==> src/rtl/regfile_reader_if.sv <==
// Write/read bus for regfile_reader.
// One write port plus two registered read ports.
interface regfile_reader_if #(
  parameter int WIDTH  = 32,
  parameter int AWIDTH = 5
);
  logic              wrenable;
  logic [AWIDTH-1:0] waddr;
  logic [WIDTH-1:0]  wdata;
  logic              rena;
  logic [AWIDTH-1:0] raddra;
  logic [WIDTH-1:0]  rdataa;
  logic              rvalida;
  logic              renb;
  logic [AWIDTH-1:0] raddrb;
  logic [WIDTH-1:0]  rdatab;
  logic              rvalidb;

  modport master (
    output wrenable, waddr, wdata,
    output rena, raddra, renb, raddrb,
    input  rdataa, rvalida, rdatab, rvalidb
  );

  modport slave (
    input  wrenable, waddr, wdata,
    input  rena, raddra, renb, raddrb,
    output rdataa, rvalida, rdatab, rvalidb
  );
endinterface

==> src/rtl/regfile_reader.sv <==
// Register file, one write port, two registered read ports.
// Entry 0 reads zero; same-edge writes forward to readers.
module regfile_reader #(
  parameter int WIDTH  = 32,
  parameter int DEPTH  = 32,
  parameter int AWIDTH = 5
) (
  input logic            clk,
  input logic            reset_n,
  regfile_reader_if.slave bus
);

  typedef enum logic {
    IDLE  = 1'b0,
    VALID = 1'b1
  } state_t;

  logic [WIDTH-1:0] mem [DEPTH];
  logic [WIDTH-1:0] next_a;
  logic [WIDTH-1:0] next_b;
  logic [WIDTH-1:0] rdata_a;
  logic [WIDTH-1:0] rdata_b;
  state_t           state_a;
  state_t           state_b;

  function automatic logic [WIDTH-1:0] pick(
    input logic [AWIDTH-1:0] a
  );
    logic fwd;
    logic zero;
    zero = (a == '0);
    fwd  = bus.wrenable && (bus.waddr == a) && !zero;
    unique case (1'b1)
      zero:    pick = '0;
      fwd:     pick = bus.wdata;
      default: pick = mem[a];
    endcase
  endfunction

  // Read data each port would capture on this edge.
  always_comb begin
    next_a = pick(bus.raddra);
    next_b = pick(bus.raddrb);
  end

  // Storage; entry 0 is never written.
  always_ff @(posedge clk or negedge reset_n) begin
    if (!reset_n) begin
      for (int i = 0; i < DEPTH; i++) mem[i] <= '0;
    end else if (bus.wrenable && bus.waddr != '0) begin
      mem[bus.waddr] <= bus.wdata;
    end
  end

  // Port A FSM; data held while idle.
  always_ff @(posedge clk or negedge reset_n) begin
    if (!reset_n) begin
      state_a <= IDLE;
      rdata_a <= '0;
    end else if (bus.rena) begin
      state_a <= VALID;
      rdata_a <= next_a;
    end else begin
      state_a <= IDLE;
    end
  end

  // Port B FSM; data held while idle.
  always_ff @(posedge clk or negedge reset_n) begin
    if (!reset_n) begin
      state_b <= IDLE;
      rdata_b <= '0;
    end else if (bus.renb) begin
      state_b <= VALID;
      rdata_b <= next_b;
    end else begin
      state_b <= IDLE;
    end
  end

  assign bus.rdataa  = rdata_a;
  assign bus.rvalida = (state_a == VALID);
  assign bus.rdatab  = rdata_b;
  assign bus.rvalidb = (state_b == VALID);

endmodule

==> src/flat_wrapper.sv <==
// flat-port wrapper written by rule: the top's interface ports become plain ports
module regfile_reader_flat 
#(
  parameter int WIDTH  = 32,
  parameter int DEPTH  = 32,
  parameter int AWIDTH = 5
)
  (clk, reset_n, bus_wrenable, bus_waddr, bus_wdata, bus_rena, bus_raddra, bus_renb, bus_raddrb, bus_rdataa, bus_rvalida, bus_rdatab, bus_rvalidb);
  regfile_reader_if #(.WIDTH(WIDTH), .AWIDTH(AWIDTH)) bus_i ();
  input logic clk;
  input logic reset_n;
  input wire logic [$bits(bus_i.wrenable)-1:0] bus_wrenable;
  input wire logic [$bits(bus_i.waddr)-1:0] bus_waddr;
  input wire logic [$bits(bus_i.wdata)-1:0] bus_wdata;
  input wire logic [$bits(bus_i.rena)-1:0] bus_rena;
  input wire logic [$bits(bus_i.raddra)-1:0] bus_raddra;
  input wire logic [$bits(bus_i.renb)-1:0] bus_renb;
  input wire logic [$bits(bus_i.raddrb)-1:0] bus_raddrb;
  output wire logic [$bits(bus_i.rdataa)-1:0] bus_rdataa;
  output wire logic [$bits(bus_i.rvalida)-1:0] bus_rvalida;
  output wire logic [$bits(bus_i.rdatab)-1:0] bus_rdatab;
  output wire logic [$bits(bus_i.rvalidb)-1:0] bus_rvalidb;
  assign bus_i.wrenable = bus_wrenable;
  assign bus_i.waddr = bus_waddr;
  assign bus_i.wdata = bus_wdata;
  assign bus_i.rena = bus_rena;
  assign bus_i.raddra = bus_raddra;
  assign bus_i.renb = bus_renb;
  assign bus_i.raddrb = bus_raddrb;
  assign bus_rdataa = bus_i.rdataa;
  assign bus_rvalida = bus_i.rvalida;
  assign bus_rdatab = bus_i.rdatab;
  assign bus_rvalidb = bus_i.rvalidb;
  regfile_reader #(.WIDTH(WIDTH), .DEPTH(DEPTH), .AWIDTH(AWIDTH)) u_core (.clk(clk), .reset_n(reset_n), .bus(bus_i));
endmodule
==> config.mk <==
export PLATFORM = sky130hd
export DESIGN_NAME = regfile_reader_flat
export DESIGN_NICKNAME = d
export VERILOG_FILES = /design/src/rtl/regfile_reader_if.sv /design/src/rtl/regfile_reader.sv /design/src/flat_wrapper.sv
export SDC_FILE = /design/constraint.sdc
export NUM_CORES = 2
export LEC_CHECK = 0
export CAP_MARGIN = 0
export CELL_PAD_IN_SITES_DETAIL_PLACEMENT = 1
export CELL_PAD_IN_SITES_GLOBAL_PLACEMENT = 1
export CORE_MARGIN = 8
export CORE_UTILIZATION = 35
export CTS_CLUSTER_DIAMETER = 50
export DETAILED_ROUTE_END_ITERATION = 10
export PLACE_DENSITY = 0.6
export SLEW_MARGIN = 25
export SYNTH_ARGS = -nofsm -noshare
export SYNTH_HDL_FRONTEND = slang
export SYNTH_SLANG_ARGS = --single-unit
==> constraint.sdc <==
create_clock -name clk -period 3.45 [get_ports clk]
set_clock_uncertainty 0.2 [all_clocks]
set_input_delay 0.345 -clock clk [delete_from_list [all_inputs] [get_ports clk]]
set_output_delay 0.345 -clock clk [all_outputs]
set_load 0.1 [all_outputs]
# Word level (Yosys, flattened, before mapping)
# Index checks and enable logic that the tools add are counted.
[totals] out_inout_bits=66 word_cells=69 regBits=1090 inputBits=52
[op_classes] n_lt_le_gt_ge=4 eq_ne=2 mux=13 bitwise_logic=3 reduce_logical=11
[ops] cell="1024-bit bitwise mux" n=1
[ops] cell="32-bit binary-select mux with 5-bit select" n=2
[ops] cell="32-bit demux with 5-bit select" n=1
[ops] cell="32-bit 2-to-1 mux" n=5
[ops] cell="32-bit one-hot mux with 2 select lines" n=2
[ops] cell="6-bit >= comparator, second input constant" n=3
[ops] cell="5-bit inverter with 6-bit output" n=3
[ops] cell="5-bit equality test" n=2
[ops] cell="5-bit zero test" n=2
[ops] cell="1-bit logical AND" n=6
[ops] cell="6-bit by 1-bit less-than comparator with 1-bit output, second input constant" n=1
[ops] cell="5-bit nonzero test" n=1
[ops] cell="1-bit zero test" n=2
[ops] cell="1-bit 2-to-1 mux" n=2

# Longest topological paths before layout
[depth] word_depth=6 mapped_depth=9 depth_no_buf=5

# Worst setup path before layout
# No wires, ideal clock.
[synth_timing] path_kind="input-to-reg" start="input bus_raddrb[2]" end="register u_core.rdata_b[30], in the netlist u_core.bus.rdatab[30]" path_stages=8 path_slack_ps=905 setup_time_ps=126 arrival_time_ps=2219 n_path_buf=3 cell_sequence="clkbuf_1 > clkbuf_1 > clkbuf_1 > mux4_2 > mux2_2 > o22ai_1 > nor2_1 > a221o_1"
[synth_via] elab_chain_len=5
[synth_lines] item="start: declaration" line_no="flat_wrapper.sv:18" source="input wire logic [$bits(bus_i.raddrb)-1:0] bus_raddrb;"
[synth_lines] item="5-bit inverter with 6-bit output (not written as such)" line_no="regfile_reader.sv:36" source="default: pick = mem[a];"
[synth_lines] item="32-bit binary-select mux with 5-bit select" line_no="regfile_reader.sv:36"
[synth_lines] item="32-bit 2-to-1 mux (not written as such) (2 in a row)" line_no="regfile_reader.sv:36"
[synth_lines] item="32-bit one-hot mux with 2 select lines (*)" line_no="regfile_reader.sv:33" source="unique case (1'b1)"
[synth_lines] item="end signal: assignment" line_no="regfile_reader.sv:75" source="rdata_b <= next_b;"
[synth_lines] item="end: declaration" line_no="regfile_reader.sv:22" source="logic [WIDTH-1:0] rdata_b;"
# Every way passes the cells marked *; elsewhere a longest branch is shown, timed or not. The select of a mux whose other input is x is not followed.
# A chain may end at the register's enable or synchronous reset.

# Worst setup path in the final report
[layout_timing] start="register u_core.rdata_a[10], in the netlist u_core.bus.rdataa[10]" end="output bus_rdataa[10]"
[layout_rtl] item="start: declaration" line_no="regfile_reader.sv:21" source="logic [WIDTH-1:0] rdata_a;"
[layout_rtl] item="start signal: assignment" line_no="regfile_reader.sv:62" source="rdata_a <= next_a;"
[layout_rtl] item="end: declaration" line_no="flat_wrapper.sv:19" source="output wire logic [$bits(bus_i.rdataa)-1:0] bus_rdataa;"
# No word-level cell between the ends.

==> results_tabular.tex <==
\begin{tabular}{lr}
\hline
Metric & Value \\
\hline
\multicolumn{2}{l}{\textbf{Timing}} \\
Final period util & 85.2\% \\
Hold Worst Slack & 0.0642 ns \\
Highest Clock Rate & 340 MHz \\
Setup-violating endpoint count in the final report & 0 \\
Shortest period the worst path allows & 2.94 ns \\
Final TNS setup & 0 ns \\
Total count of hold-check failures in the final report & 0 \\
Transition at the pin with the smallest max-transition slack & 1.02 ns \\
Worst max-slew margin expressed relative to the limit & 32.2\% \\
RSZ-0062 raised after global routing & false \\
Pins over their slew limit & 0 \\
\multicolumn{2}{l}{\textbf{Synth}} \\
Commonest register cell after synthesis & dfrtp\_1 \\
Post-Synth Adder-Cell Area & 0\% \\
Cell count after synthesis & 3,706 \\
Syn Std Cell Area & 57,000 µm² \\
Sequential cell area fraction in the yosys report & 47.9\% \\
Synthesized-area fraction occupied by xor and xnor cells & 0.154\% \\
Synth Net Count & 3,758 \\
Most frequent cells after synthesis & 1,133 x mux2\_2, 1,090 x dfrtp\_1, 512 x mux4\_2, 253 x clkbuf\_1, 128 x o22ai\_1 \\
Largest family of logic cells by synthesized area & multiplexers \\
EDFF count, synth & 0 \\
Count of yosys warnings during synthesis & 0 \\
Share of synthesized registers carrying an async set or reset & 100\% \\
Cell variety after synth & 37 \\
Cell types occupying the most area after synthesis & dfrtp\_1 48\%, mux2\_2 22\%, mux4\_2 20\% \\
Area share of the largest cell type after synthesis & 47.9\% \\
Most instantiated library cell after synthesis & mux2\_2 \\
Post-synthesis share of cell area spent on and, or, nand and nor gates & 2.18\% \\
Flops \& latches, synth & 1,090 \\
Fraction of synthesized area in multiplexers & 43.3\% \\
Average footprint of a synthesized cell & 15.4 µm² \\
Biggest area consumer among synthesized cells & dfrtp\_1 \\
Compound-Gate Fraction of Synth Area & 3.11\% \\
\multicolumn{2}{l}{\textbf{Finish}} \\
Count of nets after finishing & 3,825 \\
Final design utilization & 41.4\% \\
Layout cells sized above 1 & 57.0\% \\
Fill cell instance count of the final layout & 16,098 \\
Post-synthesis to final-layout area growth & 17.7\% \\
\multicolumn{2}{l}{\textbf{Setup path}} \\
CP Cell Sequence & clkdlybuf4s50\_1 \\
Worst R2R Start & u\_core.mem[466] \\
Slowest cell on the critical path & clkdlybuf4s50\_1 \\
Count of buffering cells on the critical path with inverters included & 1 \\
Crit-path max FO & 2 \\
Critical Path RT & 2.90 ns \\
Kind of end point of the critical path & primary output \\
CP max stage delay & 1.17 ns \\
Launching element type of the critical path & flip-flop \\
Crit path arrival time & 2.40 ns \\
WS Path Type & flip-flop to primary output \\
Count of cells along the worst register-to-register path & 5 \\
Worst reg2reg path endpoint & u\_core.bus.rdatab[18] \\
Cell type group with the largest total delay on the critical path & buffers and inverters \\
Minimum setup slack among reg-to-reg paths & 1.20 ns \\
\multicolumn{2}{l}{\textbf{Power}} \\
Switching power share of the total & 28.6\% \\
Leakage Power & 0.0285 µW \\
Areal power density over the cells & 620 nW/µm² \\
IR drop worst, VDD & 0.569 mV \\
Share of total power in the clock network & 38.6\% \\
Total net switching power & 11,900 µW \\
Sequential share of power & 41.0\% \\
Internal Pwr Total & 29,700 µW \\
Combinational power share & 20.4\% \\
\multicolumn{2}{l}{\textbf{Placed design}} \\
Global placer's final weighted congestion & 0.766 \\
Quantity of I/O buffers inserted on ports & 117 \\
DP Wirelength & 118,000 µm \\
\multicolumn{2}{l}{\textbf{Floorplan}} \\
Chip height & 420 µm \\
Initial Utilization & 35.1\% \\
Floorplan Core Area & 162,000 µm² \\
Horiz. Die Dim & 420 µm \\
\# IOs & 118 \\
Row cnt & 148 \\
Overall die area & 176,000 µm² \\
\multicolumn{2}{l}{\textbf{Global route}} \\
Antenna violations before repair & 5 \\
Number of global-route vias before repair & 39,362 \\
Total routing resource utilization after global routing & 22.7\% \\
Total gr overflow & 0 \\
Largest net degree at the start of global routing & 123 \\
Global-route wire length before repair & 294,000 µm \\
\multicolumn{2}{l}{\textbf{Detailed routing}} \\
Overall routed net length & 199,000 µm \\
Vias & 35,891 \\
WL/cell & 32.8 µm \\
Count of TritonRoute iterations in the first routing pass & 5 \\
Vias per std cell & 5.91 \\
Post-route DRC violation count & 0 \\
Count of nets left with antenna violations after detail routing & 0 \\
Initial DRC Count & 2,517 \\
\multicolumn{2}{l}{\textbf{Worst hold path}} \\
Worst hold-check path type & input port to flip-flop \\
Hold EP & u\_core.bus.rdataa[3] \\
Hold Startpoint & bus\_raddra[1] \\
Cell depth of the worst min-delay path & 5 \\
\multicolumn{2}{l}{\textbf{CTS}} \\
Number of clock buffers inserted by TritonCTS & 150 \\
Cell at the root of the clock tree & clkbuf\_16 \\
Clock tree from TritonCTS & yes \\
Clock sink count & 1,090 \\
Number of buffers on the longest clock path & 3 \\
H-Tree Level Count & 4 \\
Reg clk slew, reported paths & 0.06 ns \\
Clock network latency to the later pin of the worst-skew pair & 0.78 ns \\
Post-CTS setup buffer count & 0 \\
\multicolumn{2}{l}{\textbf{Run}} \\
Max Cap Violations & 0 \\
\multicolumn{2}{l}{\textbf{Run status}} \\
Outcome & finished clean \\
\hline
\end{tabular}
## sequential cells by signal (all words and copies together), names as in the netlist
signal,flops
u_core.bus.rdatab,32
u_core.mem,1024
u_core.bus.rdataa,32
u_core.bus.rvalidb,1
u_core.bus.rvalida,1
## layout by cell type (no fill, tap or decap), types with 6 or more instances in the layout
cell type	count
nor2_1	65
mux2i_1	32
clkinvlp_4	14
a41oi_1	32
nor2b_1	43
a221o_1	32
clkbuf_8	29
clkbuf_16	156
bufinv_16	11
buf_8	6
a211oi_1	11
nor2_4	17
a211o_1	11
dfrtp_1	1090
o22ai_1	128
o211ai_1	23
buf_4	156
nand2_4	15
clkdlybuf4s50_1	49
inv_6	13
clkbuf_1	15
buf_12	86
nand2_1	58
dlygate4sd3_1	20
mux2_1	8
mux2_2	1133
or3_1	32
mux4_2	512
buf_2	19
clkinv_2	25
xnor2_1	10
## worst max path at each step
| stage | start | endpoint | slack, ns | cells after the start |
|---|---|---|---|---|
| CTS | u_core.bus.rdataa[10] | bus_rdataa[10] | 0.42 | 1 |
| global placement | bus_waddr[0] | u_core.mem[460] | 0.22 | 6 |
| global route | u_core.bus.rdataa[10] | bus_rdataa[10] | 0.44 | 1 |
| floorplan | bus_raddrb[2] | u_core.bus.rdatab[30] | 0.90 | 8 |
| finish | u_core.bus.rdataa[10] | bus_rdataa[10] | 0.51 | 1 |
| detailed placement | bus_waddr[0] | u_core.mem[472] | 0.21 | 6 |
## power groups by stage
stage | registers, µW | clock network (µW) | logic [µW]
2_1_floorplan | 17300 | 0 | 5700
4_1_cts | 17000 | 16400 | 8590
5_1_grt | 17400 | 16900 | 9060
3_3_place_gp | 17100 | 0 | 8370
6_report | 17100 | 16100 | 8490
3_5_place_dp | 17200 | 0 | 8530
## cell type report
class                           count  area (µm²)  area share, %
Clock inverter                     77         845           1.26
Inverter                            1        3.75        0.00560
Clock buffer                      199        4350           6.48
Timing Repair Buffer              338        3810           5.68
Multi-Input combinational cell   2192       28100           41.8
Sequential cell                  1090       27300           40.7
Tap cell                         2175        2720           4.06
Antenna cell                        3        7.51         0.0112
## routing by layer
metal / track usage (%) / vias to the layer above / wire (µm)
met5: 0 / - / 0
met4: 8.35 / 0 / 7740
met3: 3.35 / 367 / 8080
met2: 37.6 / 914 / 97600
met1: 30.4 / 20096 / 86000
li1: - / 14514 / -
## logic make-up after synthesis
logic type	Yosys count
flops	1090
compound gates	239
buf+inv	424
mux	1685
xor+xnor	10
simple gates	258
## repair_timing
item                                   4_1_cts  5_1_grt
resized for setup                            0        0
endpoints found under the hold margin      948        5
hold buffers                                16        5
setup endpoints to repair                    0        0
## per-stage QoR
stage	area (µm²)	total power, µW	cells	setup slack [ns]
finish	67100	41600	6075	0.510
global route	67100	43400	6072	0.439
CTS	67000	42000	6067	0.420
detailed placement	61700	25700	5775	0.213
global placement	61700	25400	5775	0.220
floorplan	57000	23000	3706	0.905
Power figures use the tool's default switching activity.
